## src/rtl/cam_pkg.sv

```systemverilog
// Shared types and default sizes for the FIX-parser CAM lookup sequencer.
package cam_pkg;

  localparam int DEF_DATA_WIDTH = 32;
  localparam int DEF_CAM_DEPTH  = 32;
  localparam int DEF_ADDR_WIDTH = 5;

  typedef enum logic [1:0] {
    IDLE,
    SEARCH,
    WAIT,
    RESP
  } lookup_state_t;

  // Captured lookup; win_end is already clamped to the last loaded entry.
  typedef struct packed {
    logic [DEF_DATA_WIDTH-1:0] key;
    logic [DEF_ADDR_WIDTH-1:0] win_start;
    logic [DEF_ADDR_WIDTH-1:0] win_end;
    logic                      empty_win;
  } lookup_req_t;

endpackage

```

## src/rtl/cam_load_counter.sv

```systemverilog
// Dictionary fill counter: accepts sequential loads while idle, and supplies
// the CAM write index and the current fill.
module cam_load_counter #(
  parameter int CAM_DEPTH  = 32,
  parameter int ADDR_WIDTH = 5
) (
  input  logic                  clk,
  input  logic                  rst,
  input  logic                  clear,
  input  logic                  load_valid,
  input  logic                  idle,
  output logic                  load_ready,
  output logic                  write,
  output logic [ADDR_WIDTH-1:0] write_index,
  output logic [ADDR_WIDTH:0]   fill
);

  localparam logic [ADDR_WIDTH:0] DEPTH_C = (ADDR_WIDTH+1)'(CAM_DEPTH);
  localparam logic [ADDR_WIDTH:0] ONE_C   = (ADDR_WIDTH+1)'(1);

  logic full;

  assign full        = (fill == DEPTH_C);
  assign load_ready  = idle && !full && !clear;
  assign write       = load_ready && load_valid;
  assign write_index = write ? fill[ADDR_WIDTH-1:0] : '0;

  // Clear outranks a simultaneous load, and acts in every FSM state.
  always_ff @(posedge clk or posedge rst) begin
    if (rst)
      fill <= '0;
    else if (clear)
      fill <= '0;
    else if (write)
      fill <= fill + ONE_C;
  end

endmodule

```

## src/rtl/cam_lookup_ctrl.sv

```systemverilog
// CAM lookup sequencer: loads the tag dictionary and serves one windowed
// lookup at a time. Optional hit/miss counters under CAM_LOOKUP_STATS_EN.
module cam_lookup_ctrl
  import cam_pkg::*;
#(
  parameter int DATA_WIDTH = DEF_DATA_WIDTH,
  parameter int CAM_DEPTH  = DEF_CAM_DEPTH,
  parameter int ADDR_WIDTH = DEF_ADDR_WIDTH,
  parameter int SEARCH_LAT = 1
) (
  input  logic                  clk,
  input  logic                  rst,
  input  logic                  load_clear_i,
  input  logic                  load_valid_i,
  output logic                  load_ready_o,
  input  logic [DATA_WIDTH-1:0] load_data_i,
  input  logic                  tag_valid_i,
  output logic                  tag_ready_o,
  input  logic [DATA_WIDTH-1:0] tag_data_i,
  input  logic [ADDR_WIDTH-1:0] tag_start_i,
  input  logic [ADDR_WIDTH-1:0] tag_end_i,
  output logic                  cam_write_o,
  output logic [ADDR_WIDTH-1:0] cam_write_index_o,
  output logic [DATA_WIDTH-1:0] cam_write_data_o,
  output logic                  cam_search_o,
  output logic [DATA_WIDTH-1:0] cam_search_data_o,
  output logic [ADDR_WIDTH-1:0] cam_start_o,
  output logic [ADDR_WIDTH-1:0] cam_end_o,
  input  logic                  cam_search_valid_i,
  input  logic [ADDR_WIDTH-1:0] cam_search_index_i,
  output logic                  res_valid_o,
  input  logic                  res_ready_i,
  output logic                  res_hit_o,
  output logic [ADDR_WIDTH-1:0] res_index_o,
  output logic [ADDR_WIDTH:0]   fill_o
`ifdef CAM_LOOKUP_STATS_EN
  ,
  output logic [15:0]           hit_cnt_o,
  output logic [15:0]           miss_cnt_o
`endif
);

  localparam logic [2:0]          LAT_INIT = 3'(SEARCH_LAT - 1);
  localparam logic [ADDR_WIDTH:0] ONE_C    = (ADDR_WIDTH+1)'(1);

  lookup_state_t         state, state_nxt;
  lookup_req_t           req_p0;
  logic [2:0]            lat_cnt;
  logic                  res_hit_p1;
  logic [ADDR_WIDTH-1:0] res_index_p1;

  logic                  idle;
  logic                  tag_acc;
  logic [ADDR_WIDTH:0]   last_idx;
  logic [ADDR_WIDTH-1:0] end_clamp;
  logic                  win_empty;

  assign idle = (state == IDLE);

  cam_load_counter #(
    .CAM_DEPTH  (CAM_DEPTH),
    .ADDR_WIDTH (ADDR_WIDTH)
  ) u_load_counter (
    .clk         (clk),
    .rst         (rst),
    .clear       (load_clear_i),
    .load_valid  (load_valid_i),
    .idle        (idle),
    .load_ready  (load_ready_o),
    .write       (cam_write_o),
    .write_index (cam_write_index_o),
    .fill        (fill_o)
  );

  assign cam_write_data_o = cam_write_o ? load_data_i : '0;

  // A pending load always takes the cycle ahead of a lookup.
  assign tag_ready_o = idle && (!load_valid_i || !load_ready_o);
  assign tag_acc     = tag_valid_i && tag_ready_o;

  // Window clamp against the fill seen at accept; fill==0 makes last_idx wrap, but win_empty covers it.
  assign last_idx  = fill_o - ONE_C;
  assign end_clamp = ({1'b0, tag_end_i} > last_idx) ? last_idx[ADDR_WIDTH-1:0] : tag_end_i;
  assign win_empty = (fill_o == '0) || (tag_start_i > end_clamp);

  always_ff @(posedge clk or posedge rst) begin
    if (rst)
      state <= IDLE;
    else
      state <= state_nxt;
  end

  always_comb begin
    state_nxt    = state;
    cam_search_o = 1'b0;
    res_valid_o  = 1'b0;
    case (state)
      IDLE: begin
        if (tag_acc)
          state_nxt = SEARCH;
      end
      SEARCH: begin
        cam_search_o = !req_p0.empty_win;
        state_nxt    = req_p0.empty_win ? RESP : WAIT;
      end
      WAIT: begin
        if (lat_cnt == '0)
          state_nxt = RESP;
      end
      RESP: begin
        res_valid_o = 1'b1;
        if (res_ready_i)
          state_nxt = IDLE;
      end
      default: state_nxt = IDLE;
    endcase
  end

  always_ff @(posedge clk or posedge rst) begin
    if (rst)
      lat_cnt <= '0;
    else if (state == SEARCH)
      lat_cnt <= LAT_INIT;
    else if (state == WAIT && lat_cnt != '0)
      lat_cnt <= lat_cnt - 3'd1;
  end

  // ---- stage p0: request capture at accept ----
  always_ff @(posedge clk) begin
    if (tag_acc) begin
      req_p0.key       <= tag_data_i;
      req_p0.win_start <= tag_start_i;
      req_p0.win_end   <= end_clamp;
      req_p0.empty_win <= win_empty;
    end
  end

  // ---- stage p1: result capture, index zeroed on a miss ----
  always_ff @(posedge clk) begin
    if (state == SEARCH && req_p0.empty_win) begin
      res_hit_p1   <= 1'b0;
      res_index_p1 <= '0;
    end else if (state == WAIT && lat_cnt == '0) begin
      res_hit_p1   <= cam_search_valid_i;
      res_index_p1 <= cam_search_valid_i ? cam_search_index_i : '0;
    end
  end

  // Data registers are unreset, so every output is gated by its qualifying state.
  assign cam_search_data_o = cam_search_o ? req_p0.key : '0;
  assign cam_start_o       = cam_search_o ? req_p0.win_start : '0;
  assign cam_end_o         = cam_search_o ? req_p0.win_end : '0;
  assign res_hit_o         = res_valid_o && res_hit_p1;
  assign res_index_o       = (res_valid_o && res_hit_p1) ? res_index_p1 : '0;

`ifdef CAM_LOOKUP_STATS_EN
  function automatic logic [15:0] sat_inc(input logic [15:0] v);
    return (v == 16'hFFFF) ? v : v + 16'd1;
  endfunction

  always_ff @(posedge clk or posedge rst) begin
    if (rst) begin
      hit_cnt_o  <= '0;
      miss_cnt_o <= '0;
    end else if (load_clear_i) begin
      hit_cnt_o  <= '0;
      miss_cnt_o <= '0;
    end else if (res_valid_o && res_ready_i) begin
      if (res_hit_p1)
        hit_cnt_o <= sat_inc(hit_cnt_o);
      else
        miss_cnt_o <= sat_inc(miss_cnt_o);
    end
  end
`endif

endmodule

```

## config.mk

```make
export PLATFORM = sky130hd
export DESIGN_NAME = cam_lookup_ctrl
export DESIGN_NICKNAME = d
export VERILOG_FILES = /design/src/rtl/cam_pkg.sv /design/src/rtl/cam_load_counter.sv /design/src/rtl/cam_lookup_ctrl.sv
export SDC_FILE = /design/constraint.sdc
export NUM_CORES = 1
export LEC_CHECK = 0
export CAP_MARGIN = 20
export CORE_MARGIN = 2
export CORE_UTILIZATION = 35
export CTS_CLUSTER_DIAMETER = 150
export CTS_CLUSTER_SIZE = 20
export DETAILED_ROUTE_END_ITERATION = 16
export HOLD_SLACK_MARGIN = 0.08
export PLACE_DENSITY = 0.79
export RECOVER_POWER = 25
export SKIP_LAST_GASP = 1
export SLEW_MARGIN = 10
export SYNTH_ARGS = -nofsm -noshare
export SYNTH_HDL_FRONTEND = slang
export SYNTH_HIERARCHICAL = 1
export SYNTH_SLANG_ARGS = --single-unit
```

## constraint.sdc

```tcl
create_clock -name clk -period 3.07 [get_ports clk]
set_input_delay 0.614 -clock clk [delete_from_list [all_inputs] [get_ports clk]]
set_output_delay 0.614 -clock clk [all_outputs]
set_load 0.01 [all_outputs]
```

Yosys cells after proc, flatten, opt, wreduce, memory -nomap -nowiden
Cells that the tools add are included.
{ "word_totals": {"out_inout_bits": 96, "input_bits": 86, "elab_cells": 63, "reg_bits": 60} }
{ "classes": {"mux": 19, "n_eq_ne": 7, "order_cmp": 2, "addsub": 3, "n_reduce_logical": 23} }
{ "op_table": {"columns": ["cell", "n"], "rows": [
  ["$mux W32", 2],
  ["$mux W5", 6],
  ["$mux W6", 2],
  ["$logic_and A1 B1 Y1", 9],
  ["$pmux W2 S4", 1],
  ["$add A6 B1 Y6 const B", 1],
  ["$eq A6 B6 Y1 const B", 1],
  ["$gt A5 B6 Y1", 1],
  ["$logic_not A6 Y1", 1],
  ["$mux W2", 3],
  ["$mux W3", 2],
  ["$sub A6 B1 Y6 const B", 1],
  ["$gt A5 B5 Y1", 1],
  ["$logic_not A1 Y1", 5],
  ["$eq A2 B2 Y1 const B", 2],
  ["$ne A2 B2 Y1 const B", 2],
  ["$reduce_bool A2 Y1", 2],
  ["$logic_not A3 Y1", 1],
  ["$mux W1", 3],
  ["$reduce_and A3 Y1", 1],
  ["$reduce_bool A3 Y1", 1],
  ["$sub A3 B1 Y3 const B", 1],
  ["$eq A2 B1 Y1 const B", 1],
  ["$logic_not A2 Y1", 1],
  ["2 further kinds", 3]
]} }

Depth between registers and ports, before layout
{ "depth": {"word_depth": 10, "depth_mapped": 17, "mapped_depth_nobuf": 17} }

Hierarchy
Netlist, hierarchy kept.
{ "modules_own_cells": {"columns": ["mod", "seq_area_each_um2", "cells_per_inst", "instances", "area_each_um2"], "rows": [
  ["cam_lookup_ctrl", 1536.5, 249, 1, 2850.2],
  ["cam_load_counter", 150.1, 47, 1, 412.9]
]} }

Least setup slack after synthesis
OpenSTA, ideal clock, no wires.
{ "synth_path": {"path_kind": "reg2reg", "from": "register u_load_counter.fill[0]", "to": "register req_p0[0] (netlist bit), data pin", "setup_time_ns": 0.273, "stages_incl_launch_ff": 17, "path_buffers": 0, "arrival_time_ns": 3.107, "slack_ns": -0.310, "required_ns": 2.797, "synth_period_minus_slack_ns": 3.380, "cell_sequence": "dfrtp_1 inv_1 ha_1 nand2_1 xnor2_1 inv_1 ha_1 and3_2 o21ai_0 a32oi_2 o211ai_4 mux2_4 ha_1 a21oi_1 o22ai_1 o22ai_1 o21ai_0"} }
{ "synth_via": {"elab_chain_len": 5, "elab_cells_between_ends": 6, "cone_classes": "add/sub (1); order compare (2); mux (1); reduce/logical (2)"} }
{ "synth_rtl": {"columns": ["item", "line_no", "source"], "rows": [
  ["from (decl)", "cam_load_counter.sv:15", "output logic [ADDR_WIDTH:0] fill"],
  ["from (signal assigned)", "cam_load_counter.sv:35", "fill <= fill + ONE_C;"],
  ["$sub A6 B1 Y6", "cam_lookup_ctrl.sv:82", "assign last_idx = fill_o - ONE_C;"],
  ["$gt A5 B6 Y1", "cam_lookup_ctrl.sv:83", "assign end_clamp = ({1'b0, tag_end_i} > last_idx) ? last_idx[ADDR_WIDTH-1:0] : tag_end_i;"],
  ["$mux W5", "cam_lookup_ctrl.sv:83", null],
  ["$gt A5 B5 Y1", "cam_lookup_ctrl.sv:84", "assign win_empty = (fill_o == '0) || (tag_start_i > end_clamp);"],
  ["$logic_or A1 B1 Y1 *", "cam_lookup_ctrl.sv:84", null],
  ["net win_empty", "cam_lookup_ctrl.sv:56", "logic win_empty;"],
  ["to (decl)", "cam_lookup_ctrl.sv:47", "lookup_req_t req_p0;"]
]} }
Mark *: on every way through the listed nets, which the timed path passes. The rest lies on a longest branch.
A chain may end at the register's enable or synchronous reset.

Worst setup path after layout
{ "layout_path": {"from": "register u_load_counter.fill[0]", "to": "register req_p0[0] (netlist bit), data pin"} }
{ "layout_via": {"elab_chain_len": 5, "elab_cells_between_ends": 6, "cone_classes": "add/sub (1); order compare (2); mux (1); reduce/logical (2)"} }
{ "layout_rtl": {"columns": ["item", "line_no", "source"], "rows": [
  ["$sub A6 B1 Y6 *", "cam_lookup_ctrl.sv:82", null],
  ["$gt A5 B6 Y1", "cam_lookup_ctrl.sv:83", null],
  ["$mux W5 *", "cam_lookup_ctrl.sv:83", null],
  ["net end_clamp[0]", "cam_lookup_ctrl.sv:55", "logic [ADDR_WIDTH-1:0] end_clamp;"],
  ["$gt A5 B5 Y1 *", "cam_lookup_ctrl.sv:84", null],
  ["$logic_or A1 B1 Y1 *", "cam_lookup_ctrl.sv:84", null],
  ["net win_empty", "cam_lookup_ctrl.sv:56", null]
]} }
Marks and branches as above.

==> impl_metrics.yaml <==
outcome:
  status: "finished with violations"
  violations: "setup timing"
detailed_routing:
  drt_iter0_drc: 110
  vias_per_cell: 4.77
  drt_pass1_iterations: 4
  drt-total-wl_um: 9610
  vias: 3035
  wl_per_cell_um: 15.1
  antenna_left: 0
  drc: 0
synth:
  syn_area_um2: 3260
  syn-num-nets: 402
  yosysTopAreaCellShare_pct: 39.6
  synth_edf_count: 43
  synth.distinct_cells: 41
  synthTopCellsByArea: "edfxtp_1 40%, and2_1 15%, dfrtp_1 8.4%"
  ys.flop_type: "edfxtp_1"
  async_reset_ff_share_pct: 18.3
  syn_area_per_cell_um2: 11.0
  synth_seq_area_share_pct: 51.7
  yosys_warnings: 6
  synthCells: 296
  synth_top_area_cell: "edfxtp_1"
  synth.ff_latch_count: 60
layout:
  final_core_util_pct: 63.4
  register_area_um2: 1690
  fin_nets: 625
  drive_gt1_share_pct: 19.1
  fin_area_um2: 5800
  final_cells: 636
  area.growth.synth_to_final_pct: 77.9
  fill_cells: 708
  multi_input_area_um2: 1570
global_route:
  grt.busiest_layer: "met2"
  grt_usage_pct: 18.3
  grt_max_degree: 44
  met1_usage_pct: 19.9
  gr-total-overflow: 0
  use_met2_pct: 33.8
  grt_pass1_vias: 3108
  grtUsageMet3_pct: 4.99
  grt_pass1_wl_um: 14400
  antenna_found_initial: 1
setup_path:
  r2r-start: "u_load_counter/fill[0]"
  rrSetupSlack_ps: -270
  cp.required_ps: 3150
  setup.worst_path.end_class: "register"
  worstPathArrival_ps: 3420
  crit_fanout: 6
  startpoint: "u_load_counter/fill[0]"
  r2r_end: "req_p0[0]"
  crit_end: "req_p0[0]"
  ff2ff_path_depth: 17
  cp-start-kind: "register"
  worst-setup-path-type: "reg -> reg"
worst_hold_path:
  hp-class: "reg -> reg"
  hold_depth: 2
place:
  gp_congestion: 0.826
  dp.cells: 604
  dp_hpwl_um: 7410
  dp_slack_ps: -259
  placed_area_um2: 5460
  io_buffers: 181
clocking:
  clkTransAtPathRegs_ps: 60
  worstSkewPairLatency_ps: 330
  root_buffer: "clkbuf_8"
  clk_path_buf_depth: 2
  htreeDepth: 3
  cts.sinks: 60
  tritoncts: "yes"
  numCtsBuffers: 9
floorplan:
  start_util_pct: 35.7
  boundaryPins: 182
  fp-row-count: 35
  die_h_um: 101
  die-area_um2: 10100
  core_area_um2: 9150
  die_w_um: 101
power:
  peakVddDrop_mv: 0.212
  powerDensity_nw_per_um2: 518
  p_leak_nw: 2.50
timing:
  min_period_ps: 3340
  finalSetupViolCount: 1
  setup_slack_ps: -272
  slew_headroom_pct: 69.9
  min_period_over_period_pct: 109
  fmax_mhz: 299
  rsz0062_at_grt: "true"
  slew_viol_final: 0
  worst_slew_pin_slew_ps: 451
  finalHoldViolCount: 0
  skew_ps: 5.85
flow_run:
  cap_violations: 0
cell families after synthesis:
| group | share of synthesized area, % |
|---|---|
| compound gates | 6.67 |
| xor+xnor | 1.07 |
| fa+ha+maj | 7.67 |
| buf+inv | 3.68 |
| flops | 51.7 |
| mux | 3.72 |
| simple gates | 25.5 |
worst max-delay path, cell delays in order, from the launching register on:
cell	delay, ps
dfrtp_2	430
buf_6	130
nor3_4	220
xor2_2	200
inv_2	70
ha_4	270
and3_4	190
o21ai_2	70
a32oi_2	290
o211ai_4	180
buf_6	160
mux2i_2	200
ha_2	210
inv_2	40
a21oi_2	120
o22ai_1	80
o22ai_1	170
o21ai_1	80
synthesized netlist by cell type (3+ instances only):
| library cell | n |
|---|---|
| and2_1 | 78 |
| edfxtp_1 | 43 |
| inv_1 | 21 |
| ha_1 | 20 |
| nand2_1 | 15 |
| a21oi_1 | 12 |
| dfrtp_1 | 11 |
| nand3_1 | 11 |
| clkbuf_1 | 9 |
| and3_1 | 8 |
| nor2_1 | 7 |
| dfxtp_1 | 6 |
| mux2i_1 | 5 |
| o21ai_0 | 5 |
| mux2_4 | 4 |
| nor2b_1 | 3 |
| o31ai_1 | 3 |
| or4_1 | 3 |
power breakdown:
| group | total (W) | switching, W | internal, W |
|---|---|---|---|
| Sequential | 0.00112 | 0.0000648 | 0.00106 |
| Clock | 0.000633 | 0.000293 | 0.000339 |
| Combinational | 0.00125 | 0.000584 | 0.000667 |
flip-flops by register name, indices dropped and copies added (netlist names):
name and flops:
u_load_counter/fill 6, res_index_p1 5, res_hit_p1 1, lat_cnt 3, state 2, req_p0 43
placed cells by master, fill, tap and decap left out, types with 7 or more instances in the layout:
master	instances
ha_1	15
dfrtp_1	8
dlygate4sd3_1	38
clkdlybuf4s50_1	107
nand3_1	10
buf_4	34
and3_1	7
clkbuf_2	7
edfxtp_1	43
clkdlybuf4s15_1	8
a21oi_1	11
dlygate4sd2_1	17
clkbuf_8	9
inv_1	16
nand2_1	14
and2_1	77
area by class of cell:
class / instances / share of cell area, %
Antenna cell: 1 / 0.0431
Timing Repair Buffer: 222 / 36.8
Clock inverter: 4 / 0.410
Clock buffer: 12 / 2.69
Tap cell: 111 / 2.39
Multi-Input combinational cell: 205 / 27.1
Inverter: 21 / 1.40
Sequential cell: 60 / 29.1
how the worst min path moves through the flow:
stage	slack (ps)	endpoint	start
2_1_floorplan	390	lat_cnt[0]	rst
3_3_place_gp	440	res_index_p1[3]	res_index_p1[3]
5_1_grt	480	res_index_p1[3]	res_index_p1[3]
4_1_cts	460	res_index_p1[1]	res_index_p1[1]
3_5_place_dp	450	res_index_p1[1]	res_index_p1[1]
6_report	450	res_index_p1[1]	res_index_p1[1]
stage by stage:
step	TNS (ps)	total power, W	hold WS, ps
after floorplan	-13.5	0.00171	393
after global placement	-185	0.00225	436
after detailed placement	-259	0.00230	446
after CTS	-354	0.00298	456
after global routing	-426	0.00319	484
final	-272	0.00301	451
per-layer routing:
layer / wire [um] / vias up
met5: 0 / -
met4: 204 / 0
met3: 813 / 19
met2: 4840 / 187
met1: 3750 / 1353
li1: - / 1476
repair_timing:
action,CTS,global route
pin swaps,2,13
setup endpoints to repair,37,22
endpoints found under the hold margin,0,0
hold buffers,0,0
gates resized for setup,37,40
gates cloned,1,0
buffers inserted,8,6
(Power assumes the default switching activity.)
